## config.mk

```make
export PLATFORM = sky130hd
export DESIGN_NAME = countdown_timer_flat
export DESIGN_NICKNAME = d
export VERILOG_FILES = /design/src/rtl/countdown_timer_if.sv /design/src/rtl/countdown_timer.sv /design/src/flat_wrapper.sv
export SDC_FILE = /design/constraint.sdc
export NUM_CORES = 1
export LEC_CHECK = 0
export ABC_AREA = 1
export CAP_MARGIN = 20
export CORE_ASPECT_RATIO = 0.7
export CORE_UTILIZATION = 50
export DETAILED_ROUTE_END_ITERATION = 7
export PLACE_DENSITY = 0.75
export SETUP_SLACK_MARGIN = 0.15
export SKIP_CTS_REPAIR_TIMING = 1
export SLEW_MARGIN = 20
export SYNTH_ARGS = -nofsm -noshare
export SYNTH_HDL_FRONTEND = slang
export SYNTH_SLANG_ARGS = --single-unit
export TNS_END_PERCENT = 1
```

## constraint.sdc

```tcl
create_clock -name clk_i -period 4.6 [get_ports clk_i]
set_input_delay 1.38 -clock clk_i [delete_from_list [all_inputs] [get_ports clk_i]]
set_output_delay 1.38 -clock clk_i [all_outputs]
set_load 0.03 [all_outputs]
```

## src/rtl/countdown_timer_if.sv

```systemverilog
// Peripheral bus bundle for the M10 countdown timer: select/write strobe,
// 2-bit register index, write data and OR-combinable read data.
interface countdown_timer_if;
    logic        sel;
    logic        we;
    logic [1:0]  addr;
    logic [31:0] wdata;
    logic [31:0] rdata;

    modport master (output sel, output we, output addr, output wdata, input rdata);
    modport slave  (input sel, input we, input addr, input wdata, output rdata);
endinterface

```

## src/rtl/countdown_timer.sv

```systemverilog
// Processor-writable down-counting timer with expiry flag, level irq and auto-reload.
// Optional tick prescaler compiled in with COUNTDOWN_TIMER_PRESCALER_EN.
//
// state | meaning
// IDLE  | stopped (reset or EN cleared), COUNT holds last value
// RUN   | counting down one step per tick
// DONE  | one-shot expired, COUNT parked at 0
module countdown_timer #(
    parameter int PRESCALE_DIV = 16
) (
    input  logic               clk_i,
    input  logic               rst_i,
    countdown_timer_if.slave   bus,
    output logic               irq_o
);

    typedef enum logic [1:0] {
        ST_IDLE = 2'd0,
        ST_RUN  = 2'd1,
        ST_DONE = 2'd2
    } state_t;

    localparam logic [1:0] A_CTRL   = 2'd0;
    localparam logic [1:0] A_LOAD   = 2'd1;
    localparam logic [1:0] A_COUNT  = 2'd2;
    localparam logic [1:0] A_STATUS = 2'd3;

    state_t      state_q, state_d;
    logic        auto_q, auto_d;
    logic        ie_q, ie_d;
    logic [31:0] load_q, load_d;
    logic [31:0] count_q, count_d;
    logic        exp_q, exp_d;
    logic        irq_q;
    logic        tick;

    logic wr_en;
    logic ctrl_wr;
    logic load_wr;
    logic status_wr;

    assign wr_en     = bus.sel & bus.we;
    assign ctrl_wr   = wr_en && (bus.addr == A_CTRL);
    assign load_wr   = wr_en && (bus.addr == A_LOAD);
    assign status_wr = wr_en && (bus.addr == A_STATUS);

`ifdef COUNTDOWN_TIMER_PRESCALER_EN
    localparam logic [7:0] PSC_LAST = 8'(PRESCALE_DIV - 1);

    logic [7:0] psc_q, psc_d;

    assign tick = (state_q == ST_RUN) && (psc_q == PSC_LAST);

    // Prescaler only runs while staying in RUN, so every start begins a full division.
    always_comb begin
        psc_d = 8'd0;
        if ((state_q == ST_RUN) && (state_d == ST_RUN) && !tick) begin
            psc_d = psc_q + 8'd1;
        end
    end

    always_ff @(posedge clk_i or posedge rst_i) begin
        if (rst_i) begin
            psc_q <= 8'd0;
        end else begin
            psc_q <= psc_d;
        end
    end
`else
    assign tick = 1'b1;
`endif

    always_comb begin
        state_d = state_q;
        auto_d  = auto_q;
        ie_d    = ie_q;
        load_d  = load_q;
        count_d = count_q;
        exp_d   = exp_q;

        if (load_wr) begin
            load_d = bus.wdata;
        end
        if (status_wr && bus.wdata[0]) begin
            exp_d = 1'b0;
        end
        if (ctrl_wr) begin
            auto_d = bus.wdata[1];
            ie_d   = bus.wdata[2];
        end

        unique case (state_q)
            ST_IDLE, ST_DONE: begin
                if (ctrl_wr) begin
                    if (bus.wdata[0]) begin
                        count_d = load_q;
                        state_d = ST_RUN;
                    end else begin
                        state_d = ST_IDLE;
                    end
                end
            end
            ST_RUN: begin
                // A stop write overrides a same-cycle decrement or expiry.
                if (ctrl_wr && !bus.wdata[0]) begin
                    state_d = ST_IDLE;
                end else if (tick) begin
                    if (count_q != 32'd0) begin
                        count_d = count_q - 32'd1;
                    end else begin
                        exp_d = 1'b1;
                        if (auto_q) begin
                            count_d = load_q;
                        end else begin
                            state_d = ST_DONE;
                        end
                    end
                end
            end
            default: begin
                state_d = ST_IDLE;
            end
        endcase
    end

    always_ff @(posedge clk_i or posedge rst_i) begin
        if (rst_i) begin
            state_q <= ST_IDLE;
            auto_q  <= 1'b0;
            ie_q    <= 1'b0;
            load_q  <= 32'd0;
            count_q <= 32'd0;
            exp_q   <= 1'b0;
            irq_q   <= 1'b0;
        end else begin
            state_q <= state_d;
            auto_q  <= auto_d;
            ie_q    <= ie_d;
            load_q  <= load_d;
            count_q <= count_d;
            exp_q   <= exp_d;
            irq_q   <= exp_q & ie_q;
        end
    end

    assign irq_o = irq_q;

    // EN reads back as "currently running"; DONE and IDLE both report 0.
    always_comb begin
        bus.rdata = 32'd0;
        if (bus.sel) begin
            unique case (bus.addr)
                A_CTRL:   bus.rdata = {29'd0, ie_q, auto_q, (state_q == ST_RUN)};
                A_LOAD:   bus.rdata = load_q;
                A_COUNT:  bus.rdata = count_q;
                A_STATUS: bus.rdata = {31'd0, exp_q};
                default:  bus.rdata = 32'd0;
            endcase
        end
    end

endmodule
```

## src/flat_wrapper.sv

```systemverilog
// flat-port wrapper written by rule: the top's interface ports become plain ports
module countdown_timer_flat 
#(
    parameter int PRESCALE_DIV = 16
)
  (clk_i, rst_i, irq_o, bus_sel, bus_we, bus_addr, bus_wdata, bus_rdata);
  countdown_timer_if bus_i ();
  input  logic clk_i;
  input  logic rst_i;
  output logic irq_o;
  input wire logic [$bits(bus_i.sel)-1:0] bus_sel;
  input wire logic [$bits(bus_i.we)-1:0] bus_we;
  input wire logic [$bits(bus_i.addr)-1:0] bus_addr;
  input wire logic [$bits(bus_i.wdata)-1:0] bus_wdata;
  output wire logic [$bits(bus_i.rdata)-1:0] bus_rdata;
  assign bus_i.sel = bus_sel;
  assign bus_i.we = bus_we;
  assign bus_i.addr = bus_addr;
  assign bus_i.wdata = bus_wdata;
  assign bus_rdata = bus_i.rdata;
  countdown_timer #(.PRESCALE_DIV(PRESCALE_DIV)) u_core (.clk_i(clk_i), .rst_i(rst_i), .bus(bus_i), .irq_o(irq_o));
endmodule
```

==> run summary, run 1 <==
The flow ran to the end, and the final reports show no timing, DRC or antenna violations. The worst setup path is of the in2out kind. The slew at the pin closest to its max-slew limit is 0.718 ns, and the largest clock skew in the final design is 0.00375 ns. The core area is 0.00914 mm2, and the worst setup slack after layout is 0.389 ns. Count of pins over their slew limit: 0. The logs give 0.521 for the worst max-slew margin expressed relative to the limit and 0.894 for the final weighted congestion in routability-driven placement.

TritonCTS built the clock tree. Entering global routing, the biggest net connects 44 pins. The sequential area share after synthesis came out at 0.368. The clock network latency to the later pin of the worst-skew pair is 0.33 ns. The met1 usage is 0.417. The power density of the placed cells is 571 mW/mm2, and the total nets after synthesis is 763. The synthesized design contains 0 enable-type register cells. The first routing iteration left 429 violations. Cell taking the most area after synthesis: dfrtp_1. The routing usage on met2 came out at 0.419. The number of cell rows is 29, and the number of buffers added by the clock tree synthesis step is 9. The area fraction of the dominant cell type after synthesis is 0.368.

CTS saw 70 sinks. The logs give 0.520 for the initial standard-cell utilization of the core and 30 for the count of cell types in the netlist. The detailed-route vias per instance is 5.19, and the total number of H-tree levels is 3. Among all flip-flop cells after synthesis, the most frequent one is dfrtp_1. The register bit total from synthesis is 70, and the total wirelength of the detailed-routed design is 13400 um.

The count of buffers added on input and output ports is 70. The logs give 5 for the first-pass iteration count of the detailed router and 237 MHz for the maximum frequency from static timing analysis. The required time of the critical path is 3.22 ns.

Detailed placement finished with a half-perimeter wire length of 9470 um. The longest clock path from root to sink contains 2 buffers. The static leakage power is 0.00279 uW, and the number of antenna cells inserted is 0.

Average cell area after synthesis: 6.58 um2. The clock input transition at the sequential cells of the worst setup and hold paths works out to 0.06 ns. The clock period minus final worst setup slack works out to 4.21 ns. For the worst vdd rail ir drop, the log shows 0.320 mV. The post-placement worst setup slack was 0.159 ns; the average detailed-routed wire length per instance was 14.7 um. The type of the tightest min-delay check is reg2reg. Setup repair after global routing left no endpoint under its margin.

After global routing, the most crowded layer is met2. The logs give 71 for the top-level port count and 0 for the total number of yosys warnings. After detailed routing, the number of remaining DRC violations is 0. After synthesis, the cell types taking the most area are dfrtp_1 37%, nand2_1 19%, nor2_1 7.4%.

Total of endpoints with negative setup slack in the final report: 0. The run gives 0 as the total congestion overflow after global routing. Measured along the x axis, the die boundary spans 119 um. For this run, the post-layout net count is 824. The final antenna-violating net count came out at 0. The final critical-path share of the clock period works out to 0.915.

The count of mapped cells out of synthesis is 723, and the biggest fanout along the worst timing path is 29. The run gives 4415 as the number of global-route vias before repair. The async set-or-reset flop fraction in the synthesized netlist is 1.00, and the share of cells above drive strength 1 is 0.142.

The data arrival time of the critical path was 2.83 ns. The die covers 0.00991 mm2. Library cell with the highest instance count after synthesis: nand2_1. Detailed routing inserted a total of 4737 vias.

The tools report the total negative slack for setup checks as 0 ns. CTS placed an instance of clkbuf_16 at the clock tree root. The commonest cells after synthesis are 247 x nand2_1, 94 x nor2_1, 76 x inv_1, 70 x dfrtp_1, 61 x a21oi_1.

Across the run, the number of max-cap violations was 0. The height of the die came out at 83.6 um. The tools report the global routing met3 resource utilization as 0.0608.

The first global-routing pass estimated 22000 um of wire. The synthesized netlist occupies a cell area of 0.00476 mm2. STA classifies the critical path startpoint as an input port.

Compared with the post-synthesis result, the final layout area differs by 21.8%. Number of antenna violations at the first check in global routing: 0. The endpoint type of the worst setup path is an output port. The tools report the number of hold violations in the final report as 0. The tools report the aggregate global-route resource usage as 0.282.
-- sequential cells by signal (all words and copies together), names as in the netlist --
signal	count
u_core.count_q	32
u_core.load_q	32
u_core.state_q	2
u_core.auto_q	1
u_core.exp_q	1
u_core.ie_q	1
u_core.irq_o	1
-- through the flow --
| stage | power, uW | cell area, um2 | hold slack [ns] | std cells | utilization |
|---|---|---|---|---|---|
| 5_1_grt | 3540 | 5790 | 0.517 | 913 | 0.634 |
| 6_report | 3310 | 5790 | 0.466 | 913 | 0.634 |
| 2_1_floorplan | 2160 | 4760 | 0.433 | 723 | - |
| 3_5_place_dp | 2470 | 5440 | 0.454 | 897 | 0.595 |
| 3_3_place_gp | 2430 | 5440 | 0.444 | 897 | 0.595 |
| 4_1_cts | 3310 | 5790 | 0.468 | 913 | 0.633 |
-- path summary, 6_finish.rpt --
kind                                               startpoint                              to  slack, ns  depth (start not counted)
worst max-delay path                              bus_addr[1]                   bus_rdata[10]       0.39                          7
worst min-delay path                  u_core.ie_q$_DFFE_PP0P_          u_core.irq_o$_DFF_PP0_       0.47                          2
worst max register to register  u_core.count_q[0]$_DFFE_PP0P_  u_core.count_q[29]$_DFFE_PP0P_       2.23                         12
max in group asynchronous                               rst_i   u_core.load_q[22]$_DFFE_PP0P_       2.70                          3
worst min register to register        u_core.ie_q$_DFFE_PP0P_          u_core.irq_o$_DFF_PP0_       0.47                          2
min in group asynchronous                               rst_i    u_core.load_q[7]$_DFFE_PP0P_       1.43                          3
-- critical path, cell delays in order --
cell             delay, ns
clkdlybuf4s50_1       0.53
inv_2                 0.08
nor2_1                0.19
buf_12                0.22
nand2_1               0.08
a21oi_1               0.15
buf_4                 0.18
-- metal layers --
| layer | vias to the layer above | wire length, um |
|---|---|---|
| li1 | 2387 | - |
| met1 | 2169 | 6690 |
| met2 | 163 | 5640 |
| met3 | 18 | 939 |
| met4 | 0 | 149 |
| met5 | - | 0 |
-- cells in the final DEF (no fill, tap or decap), types with 5 or more instances in the layout --
cell / n
clkbuf_16: 9
clkdlybuf4s50_1: 38
inv_1: 75
nand3_1: 43
dfrtp_1: 70
xor2_1: 6
inv_2: 6
nand2_1: 247
nor2_1: 93
a21oi_1: 61
buf_4: 34
nand4_1: 7
nand3_2: 13
nor2_2: 9
nand2_2: 25
o21ai_1: 5
o21ai_0: 21
-- power by group --
| group | internal, uW | total (uW) | switching (uW) |
|---|---|---|---|
| combinational | 464 | 1390 | 925 |
| clock | 546 | 817 | 271 |
| sequential | 828 | 1100 | 276 |
| total | 1840 | 3310 | 1470 |
-- area by class of cell --
| type | instances | area [um2] |
|---|---|---|
| fill | 847 | 3350 |
| multi-input combinational | 544 | 2510 |
| sequential | 70 | 1750 |
| timing repair buffer | 76 | 708 |
| inverter | 83 | 322 |
| clock buffer | 11 | 243 |
| tap | 124 | 155 |
| clock inverter | 5 | 106 |
-- cells by family after synthesis --
logic type / Yosys count / share of synthesized area
and+or+nand+nor: 445 / 0.411
buffers and inverters: 109 / 0.106
AOI/OAI and AO/OA: 89 / 0.0947
DFF: 70 / 0.368
xor gates and xnor gates: 8 / 0.0147
adders and majority gates: 2 / 0.00526
Power figures use the tool's default switching activity.
==> run 2: changes to the inputs <==
--- a/config.mk
+++ b/config.mk
@@ -10,7 +10,8 @@
 export CORE_ASPECT_RATIO = 0.7
 export CORE_UTILIZATION = 50
 export DETAILED_ROUTE_END_ITERATION = 7
-export PLACE_DENSITY = 0.75
+export PLACE_DENSITY = 0.73
+export RECOVER_POWER = 25
 export SETUP_SLACK_MARGIN = 0.15
 export SKIP_CTS_REPAIR_TIMING = 1
 export SLEW_MARGIN = 20
==> run 2 against run 1 <==
Core utilization decreased by 1.0 points; global-route usage down 0.11 points; setup slack got worse by 0.12 ns; largest cell class unchanged; clock skew up 0.0015 ns.
==> run summary, run 2 (same netlist as run 1, synthesis figures left out) <==
Detailed routing inserted a total of 4685 vias. Among cell families on the critical path, the largest total delay comes from buffers and inverters. The number of port buffers was 70. The cell with the biggest individual delay on the critical path was clkdlybuf4s50_1.

0 antenna diodes ended up in the layout. The static leakage power was 0.00276 uW; the total of max-cap violations was 0. For the number of hold violations in the final report, the log shows 0. The routed design has 13200 um of wire. In the final timing run, aggregate negative setup slack is 0 ns. Compared with the post-synthesis result, the final layout area differs by 19.8%. The number of buffers added by the clock tree synthesis step is 9. Measured along the y axis, the die boundary spans 83.6 um. Setup repair after global routing left no endpoint under its margin. Counting every sink on the clock net gives 70. The initial standard-cell utilization of the core was 0.520. The clock input transition at the sequential cells of the worst setup and hold paths is 0.05 ns, and the total number of H-tree levels is 3. The signal on the critical path passes through clkdlybuf4s50_1 > inv_2 > nor2_1 > buf_4 > nand2_1 > a21oi_1 > buf_4. The count of pins over their slew limit is 0.

The logs give 0.00914 mm2 for the core area and 875 for the number of filler instances in the final layout. The instance area at placement came out at 0.00544 mm2. The flow ran to the end, and the final reports show no timing, DRC or antenna violations. Worst max-slew margin expressed relative to the limit: 0.0714. The first TritonRoute pass finished after 5 iterations. Of all nets on the critical path, the largest fanout is 29.

The clock tree root buffer cell was clkbuf_16. The first global-routing pass estimated 22000 um of wire. Leaving out fill and tap cells, the most frequent cell in the layout is nand2_1. Together, buffers and inverters on the worst path number 4. The internal portion of total power is 1690 uW, and the top-level port count is 71. The number of antenna violations at the first check in global routing was 0.

Final critical-path share of the clock period: 0.941. The worst setup path is launched from an input port. The total half-perimeter wirelength after legalization and detailed placement is 9600 um. In this run the core area contains 29 standard-cell rows.

The portion of total power attributed to the clock network is 0.206, and the post-route DRC violation count is 0. The tools report the number of DRC markers after the initial detailed-route iteration as 331. Data arrives at the worst endpoint at 2.95 ns.

The number of global-route vias before repair is 4365, and the overall die area is 0.00991 mm2. The total congestion overflow after global routing was 0. The library cell appearing most often on the critical path was buf_4. Setup violations remaining at the end of the flow were counted as 0.

Based on the critical path, the design can be clocked at up to 231 MHz. The combinational share of power was 0.439. The finished cells cover 0.00570 mm2. The top cell types in the final layout, fill and taps aside, are 247 x nand2_1, 93 x nor2_1, 76 x inv_1. The switching power share of the total came out at 0.459.

The worst setup path is of the in2out kind. TritonCTS built the clock tree. At the later pin of the worst-skew pair, clock insertion delay measures 0.33 ns. Routability-driven placement finished with a final weighted congestion of 0.912. The endpoint type of the worst setup path is an output port. In the final routed layout, each cell accounts on average for 14.5 um. The aggregate global-route resource usage was 0.281; the pin count of the biggest net entering global routing was 37. After detailed routing, the number of vias per cell comes to 5.14. In the final layout, the registers with the most flip-flops are u_core.count_q x32, u_core.load_q x32, u_core.state_q x2.

The share of cells above drive strength 1 was 0.140; the die boundary width was 119 um. For the final database, setup skew stands at 0.00525 ns. Across the whole layout, storage elements account for 0.00175 mm2. The worst-case register-to-register setup slack is 2.23 ns. The slew at the pin closest to its max-slew limit was 1.39 ns. Summing all multi-input logic gate instances after layout gives 0.00251 mm2.

The tools report the post-layout net count as 825. The smallest clock period supported by the final layout is computed as 4.33 ns. The count of nets left with antenna violations once routing finished came out at 0. Across the VDD grid, the largest voltage drop is 0.294 mV. The tools report the sequential share of power as 0.355. The type of the tightest min-delay check was reg2reg. The required time of the critical path was 3.22 ns. No sink is reached through more buffers than the 2 on the longest clock path. In this run the power density over the cells is 548 mW/mm2. For the net switching power of the design, the log shows 1430 uW. For this run, the slowest stage of the critical path takes 0.53 ns.
## run 2: cell types whose count changed in the layout (fill, tap and decap cells not counted)
cell / delta
inv_2: -1
clkbuf_2: +1
clkinv_2: +1
dlygate4sd3_1: +1
clkdlybuf4s50_1: -1
bufinv_16: -3
buf_12: -2
clkinv_4: -1
buf_4: +2
clkbuf_8: +2
inv_1: +1
clkinvlp_4: -1
## run 2: worst paths after layout
| kind | start | to | cells past startpoint |
|---|---|---|---|
| worst max-delay path | bus_addr[1] | bus_rdata[29] | 7 |
| worst min-delay path | u_core.ie_q$_DFFE_PP0P_ | u_core.irq_o$_DFF_PP0_ | 2 |
| worst max register to register | u_core.count_q[0]$_DFFE_PP0P_ | u_core.count_q[21]$_DFFE_PP0P_ | 12 |
| worst min register to register | u_core.ie_q$_DFFE_PP0P_ | u_core.irq_o$_DFF_PP0_ | 2 |
| max in group asynchronous | rst_i | u_core.load_q[23]$_DFFE_PP0P_ | 3 |
| min in group asynchronous | rst_i | u_core.load_q[6]$_DFFE_PP0P_ | 2 |
## run 2: worst min-delay path, stage by stage, from the launching register on
cell and delay [ns]:
dfrtp_1 0.33, nand2_1 0.05, inv_1 0.04
## run 2: area by class of cell
cell class	count	share of cell area
clock buffer	13	0.0474
clock inverter	1	0.000878
inverter	83	0.0564
multi-input combinational	544	0.440
sequential	70	0.307
tap	124	0.0272
timing repair buffer	77	0.121
## run 2: per-stage QoR
step	setup slack [ns]	hold slack (ns)	power, uW	instances	utilization
finish	0.272	0.455	3130	912	0.623
global route	0.156	0.477	3380	912	0.623
CTS	0.135	0.457	3130	912	0.625
detailed placement	0.145	0.453	2470	898	0.595
global placement	0.201	0.442	2430	898	0.595
floorplan	0.662	0.433	2160	723	-
## run 2: layer usage
metal	up-vias	routed length, um	track usage
met2	160	5460	0.411
met1	2135	6690	0.427
met3	13	903	0.0560
met4	0	132	0.0587
met5	-	0	0
li1	2377	-	-
## run 2: power groups by stage
stage	Clock, uW	Sequential (uW)	Combinational [uW]
final	645	1110	1370
after global routing	683	1140	1560
after CTS	659	1100	1370
after detailed placement	0	1110	1360
after global placement	0	1100	1330
after floorplan	0	1030	1130
